$ cat src/rtl/rf_write_arbiter_if.sv
// rtl/rf_write_arbiter_if.sv - producer and register-file write bundle for rf_write_arbiter
interface rf_write_arbiter_if #(
  parameter int DATA_WIDTH = 32,
  parameter int ADDR_WIDTH = 5,
  parameter int FIFO_DEPTH = 4
);
  localparam int CW = $clog2(FIFO_DEPTH) + 1;

  logic                  a_valid;
  logic                  a_ready;
  logic [ADDR_WIDTH-1:0] a_address;
  logic [DATA_WIDTH-1:0] a_data;

  logic                  b_valid;
  logic                  b_ready;
  logic [ADDR_WIDTH-1:0] b_address;
  logic [DATA_WIDTH-1:0] b_data;

  logic                  rf_write_enable;
  logic [ADDR_WIDTH-1:0] rf_write_address;
  logic [DATA_WIDTH-1:0] rf_write_data;
  logic [CW-1:0]         b_count;
  logic                  idle;

  modport slave (
    input  a_valid, a_address, a_data, b_valid, b_address, b_data,
    output a_ready, b_ready, rf_write_enable, rf_write_address, rf_write_data, b_count, idle
  );

  modport master (
    output a_valid, a_address, a_data, b_valid, b_address, b_data,
    input  a_ready, b_ready, rf_write_enable, rf_write_address, rf_write_data, b_count, idle
  );
endinterface

$ cat src/rtl/rf_write_arbiter.sv
// rtl/rf_write_arbiter.sv - register file write-port arbiter, A priority, buffered B with anti-starvation
module rf_write_arbiter #(
  parameter int DATA_WIDTH = 32,
  parameter int ADDR_WIDTH = 5,
  parameter int FIFO_DEPTH = 4,
  parameter int MAX_WAIT   = 3
) (
  input logic              clk,
  input logic              reset,
  rf_write_arbiter_if.slave bus
);
  localparam int PW = $clog2(FIFO_DEPTH);
  localparam int CW = PW + 1;
  localparam int WW = $clog2(MAX_WAIT + 1);
  localparam int EW = ADDR_WIDTH + DATA_WIDTH;

  logic [EW-1:0]         mem [FIFO_DEPTH];
  logic [PW-1:0]         wr_ptr;
  logic [PW-1:0]         rd_ptr;
  logic [CW-1:0]         count;
  logic [WW-1:0]         wait_cnt;

  logic                  empty;
  logic                  full;
  logic                  force_b;
  logic                  sel_a;
  logic                  pop;
  logic                  push;
  logic [ADDR_WIDTH-1:0] sel_addr;
  logic [DATA_WIDTH-1:0] sel_data;

  assign empty   = (count == '0);
  assign full    = (count == CW'(FIFO_DEPTH));
  assign force_b = !empty && (wait_cnt == WW'(MAX_WAIT));
  assign sel_a   = bus.a_valid && !force_b;
  assign pop     = !sel_a && !empty;
  // Fullness is judged before any same-cycle pop, so a full queue never accepts.
  assign push    = bus.b_valid && !full;

  assign sel_addr = sel_a ? bus.a_address : mem[rd_ptr][EW-1:DATA_WIDTH];
  assign sel_data = sel_a ? bus.a_data    : mem[rd_ptr][DATA_WIDTH-1:0];

  assign bus.a_ready = !force_b;
  assign bus.b_ready = !full;
  assign bus.b_count = count;
  assign bus.idle    = empty && !bus.rf_write_enable;

  always_ff @(posedge clk) begin
    if (push) begin
      mem[wr_ptr] <= {bus.b_address, bus.b_data};
    end
  end

  always_ff @(posedge clk or posedge reset) begin
    if (reset) begin
      wr_ptr   <= '0;
      rd_ptr   <= '0;
      count    <= '0;
      wait_cnt <= '0;
    end else begin
      if (push) begin
        wr_ptr <= wr_ptr + 1'b1;
      end
      if (pop) begin
        rd_ptr <= rd_ptr + 1'b1;
      end
      case ({push, pop})
        2'b10:   count <= count + 1'b1;
        2'b01:   count <= count - 1'b1;
        default: count <= count;
      endcase
      // Counts edges the head was bypassed; force_b pops it at MAX_WAIT, so it never overflows.
      if (empty || pop) begin
        wait_cnt <= '0;
      end else begin
        wait_cnt <= wait_cnt + 1'b1;
      end
    end
  end

  always_ff @(posedge clk or posedge reset) begin
    if (reset) begin
      bus.rf_write_enable  <= 1'b0;
      bus.rf_write_address <= '0;
      bus.rf_write_data    <= '0;
    end else if (sel_a || pop) begin
      bus.rf_write_enable  <= (sel_addr != '0);
      bus.rf_write_address <= sel_addr;
      bus.rf_write_data    <= sel_data;
    end else begin
      bus.rf_write_enable  <= 1'b0;
    end
  end
endmodule

$ cat src/flat_wrapper.sv
// flat-port wrapper written by rule: the top's interface ports become plain ports
module rf_write_arbiter_flat 
#(
  parameter int DATA_WIDTH = 32,
  parameter int ADDR_WIDTH = 5,
  parameter int FIFO_DEPTH = 4,
  parameter int MAX_WAIT   = 3
)
  (clk, reset, bus_a_valid, bus_a_address, bus_a_data, bus_b_valid, bus_b_address, bus_b_data, bus_a_ready, bus_b_ready, bus_rf_write_enable, bus_rf_write_address, bus_rf_write_data, bus_b_count, bus_idle);
  rf_write_arbiter_if #(.DATA_WIDTH(DATA_WIDTH), .ADDR_WIDTH(ADDR_WIDTH), .FIFO_DEPTH(FIFO_DEPTH)) bus_i ();
  input logic clk;
  input logic reset;
  input wire logic [$bits(bus_i.a_valid)-1:0] bus_a_valid;
  input wire logic [$bits(bus_i.a_address)-1:0] bus_a_address;
  input wire logic [$bits(bus_i.a_data)-1:0] bus_a_data;
  input wire logic [$bits(bus_i.b_valid)-1:0] bus_b_valid;
  input wire logic [$bits(bus_i.b_address)-1:0] bus_b_address;
  input wire logic [$bits(bus_i.b_data)-1:0] bus_b_data;
  output wire logic [$bits(bus_i.a_ready)-1:0] bus_a_ready;
  output wire logic [$bits(bus_i.b_ready)-1:0] bus_b_ready;
  output wire logic [$bits(bus_i.rf_write_enable)-1:0] bus_rf_write_enable;
  output wire logic [$bits(bus_i.rf_write_address)-1:0] bus_rf_write_address;
  output wire logic [$bits(bus_i.rf_write_data)-1:0] bus_rf_write_data;
  output wire logic [$bits(bus_i.b_count)-1:0] bus_b_count;
  output wire logic [$bits(bus_i.idle)-1:0] bus_idle;
  assign bus_i.a_valid = bus_a_valid;
  assign bus_i.a_address = bus_a_address;
  assign bus_i.a_data = bus_a_data;
  assign bus_i.b_valid = bus_b_valid;
  assign bus_i.b_address = bus_b_address;
  assign bus_i.b_data = bus_b_data;
  assign bus_a_ready = bus_i.a_ready;
  assign bus_b_ready = bus_i.b_ready;
  assign bus_rf_write_enable = bus_i.rf_write_enable;
  assign bus_rf_write_address = bus_i.rf_write_address;
  assign bus_rf_write_data = bus_i.rf_write_data;
  assign bus_b_count = bus_i.b_count;
  assign bus_idle = bus_i.idle;
  rf_write_arbiter #(.DATA_WIDTH(DATA_WIDTH), .ADDR_WIDTH(ADDR_WIDTH), .FIFO_DEPTH(FIFO_DEPTH), .MAX_WAIT(MAX_WAIT)) u_core (.clk(clk), .reset(reset), .bus(bus_i));
endmodule
$ cat config.mk
export PLATFORM = sky130hd
export DESIGN_NAME = rf_write_arbiter_flat
export DESIGN_NICKNAME = d
export VERILOG_FILES = /design/src/rtl/rf_write_arbiter_if.sv /design/src/rtl/rf_write_arbiter.sv /design/src/flat_wrapper.sv
export SDC_FILE = /design/constraint.sdc
export NUM_CORES = 1
export LEC_CHECK = 0
export BUFFER_PORTS_ARGS = -buffer_cell sky130_fd_sc_hd__buf_2
export CORE_MARGIN = 2
export CORE_UTILIZATION = 47
export CTS_CLUSTER_DIAMETER = 30
export CTS_CLUSTER_SIZE = 16
export DETAILED_ROUTE_END_ITERATION = 8
export GPL_ROUTABILITY_DRIVEN = 0
export PLACE_DENSITY = 0.77
export SLEW_MARGIN = 10
export SYNTH_ARGS = -nofsm -noshare
export SYNTH_HDL_FRONTEND = slang
export SYNTH_SLANG_ARGS = --single-unit
$ cat constraint.sdc
create_clock -name clk -period 2.65 [get_ports clk]
set_input_delay 0.53 -clock clk [delete_from_list [all_inputs] [get_ports clk]]
set_output_delay 0.53 -clock clk [all_outputs]
set_load 0.005 [all_outputs]
==> impl_results.md <==
* Critical path data arrival time at ~2700 ps
* Synthesis-to-finish area growth at 18.30%
* Layout cells sized above 1 at 0.3650
* Worst-path clk slew at roughly 70 ps
* GRT Total Usage at 0.1724
* CTS Buf Count at 17
* Fraction of registers with async set/reset at 0.2410
* Die Wd at 131.9 um
* TritonCTS clock tree: done
* Cell Rows at 46
* Max Cap Viol at 0
* Min Tclk post-route at about 2300 ps
* I/O Buffers at around 120
* R2R Setup Slk at 350 ps
* Post-synth EDFFs at roughly 150
* Ant diodes at 0
* Critical path buffer and inverter count at 0
* Worst Path Max Fanout at 7
* First-pass GRT wire length at approximately 23 mm
* Met1 Use GR at 0.2083
* Top_reg_cell synth: edfxtp_1
* Sequential area share after synthesis at 0.7314
* Clk_skew at 10.52 ps
* Nets@finish at 620
* Sum Neg Setup Slack at 0 ps
* Final Cycle Share at 0.8686
* Pins Over Slew Limit at 0
* Endpoints failing setup at 0
* Drt total wl at approximately 14 mm
* Final core occ at 0.5702
* Post-cts repair resize count at 0
* Htree depth at 4
* Reg area at roughly 5600 um2
* Clock Latency Late Sink at 430 ps
* Routed len/inst at between 15 and 20 um
* DRT Pass-1 Iters at 4
* Cts hold-fix bufs at 0
* Rel. slew slack at 0.5498
* Die Height at roughly 130 um
* Root buffer cell: clkbuf_16
* Met2 GRT Util at 0.3047
* Clk sinks at 195
* Critical path cell sequence: or3_1, and2_1, ha_1, fa_1, xnor2_1, nor2_1, xor2_1
* Least-Margin Pin Slew at between 600 and 700 ps
* Synth unique cells at 33
* Hold crit path type: primary input to asynchronous set/reset pin
* Synth area leaders: edfxtp_1 58%, dfrtp_1 15%, mux4_2 7.3%
* Endpoints failing hold at 0
* Post-synth net total at 491
* VDD IR max at about 0.5 mV
* Max stage delay cell, worst path: or3_1
* Initial antenna violation count at 0
* Worst path top cell family by delay: simple AND/OR/NAND/NOR gates
* Critical Path Max Stage Delay at a little over 500 ps
* Iter 0 DRT Violations at between 200 and 250
* # IOs at 122
* CP required at approximately 3000 ps
* Largest net degree at the start of global routing at 66
* Synthesized instance count at 406
* Fill cells at around 1.2k
* Multi-input gate area at 1878 um2
* CP Launch Type: flip-flop
* Power Dens Cells at about 1100 nW/um2
* Avg Cell Area, Syn at about 19 um2
* Share of the synthesized area in the top cell type at 0.5783
* Leak Pwr at 0.003465 uW
* Met3 usage at 0.04691
* Pwr Total at 9612 uW
* Synthesis warning total at 0
* Unrepaired setup endpoints after global routing: no
* DPL Wire Length at 9.189 mm
* FMAX at 0.4345 GHz
* Dominant cell type by area after synthesis: edfxtp_1
* Total gr overflow at 0
* CTS Buffer Depth at 2
* Vias in the first global route at 4,352
* DRC at 0
* #FFs+latches synth at roughly 200
* Initial Util at 0.4820
* Via count at 3,965
* Post-DRT Antenna Nets at 0
* Post-CTS repair timing setup buffer count at 0
* Vias/cell at between 5 and 6
* Run status: finished, final reports clean
* Busiest grt layer: met2
* Die area at roughly 17,000 um2
* Netlist Area Pre-Place at slightly below 8000 um2
* Kind of critical path: flip-flop to flip-flop
* Critical Path End Type: flip-flop
* Total core area at approximately 16,000 um2
[power breakdown]
part	switching, uW	total (uW)	internal (uW)
sequential	364	4530	4170
combinational	1310	2610	1300
clock	1150	2470	1320
[synthesized netlist by cell type (all sizes together), types with 2 or more instances]
master	instances
edfxtp	148
dfrtp	47
mux4	37
mux2i	35
nand2	35
o21ai	34
buf	20
nor2	9
ha	6
inv	5
and3	4
xnor2	4
a21oi	3
nand3	3
a31oi	2
and4	2
mux2	2
xor2	2
[per-layer routing]
metal | vias up | share of wire
met5 | - | 0
met4 | 0 | 0.0085
met3 | 10 | 0.044
met2 | 101 | 0.52
met1 | 2002 | 0.43
li1 | 1852 | -
[cell usage in the layout (no fill, tap or decap), drive strengths merged, types with 9 or more instances in the layout]
master and instances:
buf 131, nand2 35, edfxtp 148, inv 11, mux2i 35, mux4 37, dfrtp 47, o21ai 34
clkbuf 17, nor2 9
[final timing paths]
check / startpoint / endpoint / depth (start not counted)
worst max-delay path: u_core.bus.b_count[0]$_DFFE_PP0P_ / u_core.bus.b_count[2]$_DFFE_PP0P_ / 7
worst min-delay path: reset / u_core.bus.rf_write_address[0]$_DFFE_PP0P_ / 2
worst max register to register: u_core.bus.b_count[0]$_DFFE_PP0P_ / u_core.bus.b_count[2]$_DFFE_PP0P_ / 7
worst min register to register: u_core.wait_cnt[0]$_DFF_PP0_ / u_core.wait_cnt[0]$_DFF_PP0_ / 1
max in group asynchronous: reset / u_core.bus.rf_write_data[9]$_DFFE_PP0P_ / 3
min in group clk: bus_b_data[12] / u_core.mem[0][12]$_DFFE_PP_ / 1
[flip-flops by register name, indices dropped and copies added, names as in the netlist]
| register | flops |
|---|---|
| u_core.bus.rf_write_address | 5 |
| u_core.mem | 148 |
| u_core.bus.b_count | 3 |
| u_core.bus.rf_write_enable | 1 |
| u_core.wait_cnt | 2 |
| u_core.rd_ptr | 2 |
| u_core.bus.rf_write_data | 32 |
| u_core.wr_ptr | 2 |
[final cells by class]
class | instances | share of cell area
multi-input combinational | 185 | 0.2066
sequential | 195 | 0.6185
tap | 216 | 0.02973
clock buffer | 17 | 0.04679
clock inverter | 15 | 0.01596
inverter | 5 | 0.002064
timing repair buffer | 131 | 0.08037
[stage by stage]
stage	setup WS, ps	cell area (um2)	hold slack (ps)	instances
3_5_place_dp	347.3	8521	453.3	732
6_report	348.3	9091	152.9	764
3_3_place_gp	464.6	8521	424.9	732
2_1_floorplan	395.7	7685	415.6	406
4_1_cts	334.9	9091	164.5	764
5_1_grt	233.6	9091	190.9	764
[worst reg2reg max path, delay by kind of cell (launching register included)]
kind                     cells  cell delay, ps
AND/OR/NAND/NOR              3             880
XOR/XNOR                     2             280
flip-flops                   1             460
adder cells (fa/ha/maj)      2             600
[logic make-up (layout without fill, tap and decap cells)]
logic type / Yosys count / in the layout / synth area share
compound gates: 41 / 41 / 0.02800
xor+xnor: 6 / 6 / 0.006838
fa+ha+maj: 7 / 7 / 0.01237
buf+inv: 26 / 168 / 0.02556
flops: 195 / 195 / 0.7314
mux: 74 / 74 / 0.1628
simple gates: 57 / 57 / 0.03305
(Power assumes the default switching activity.)
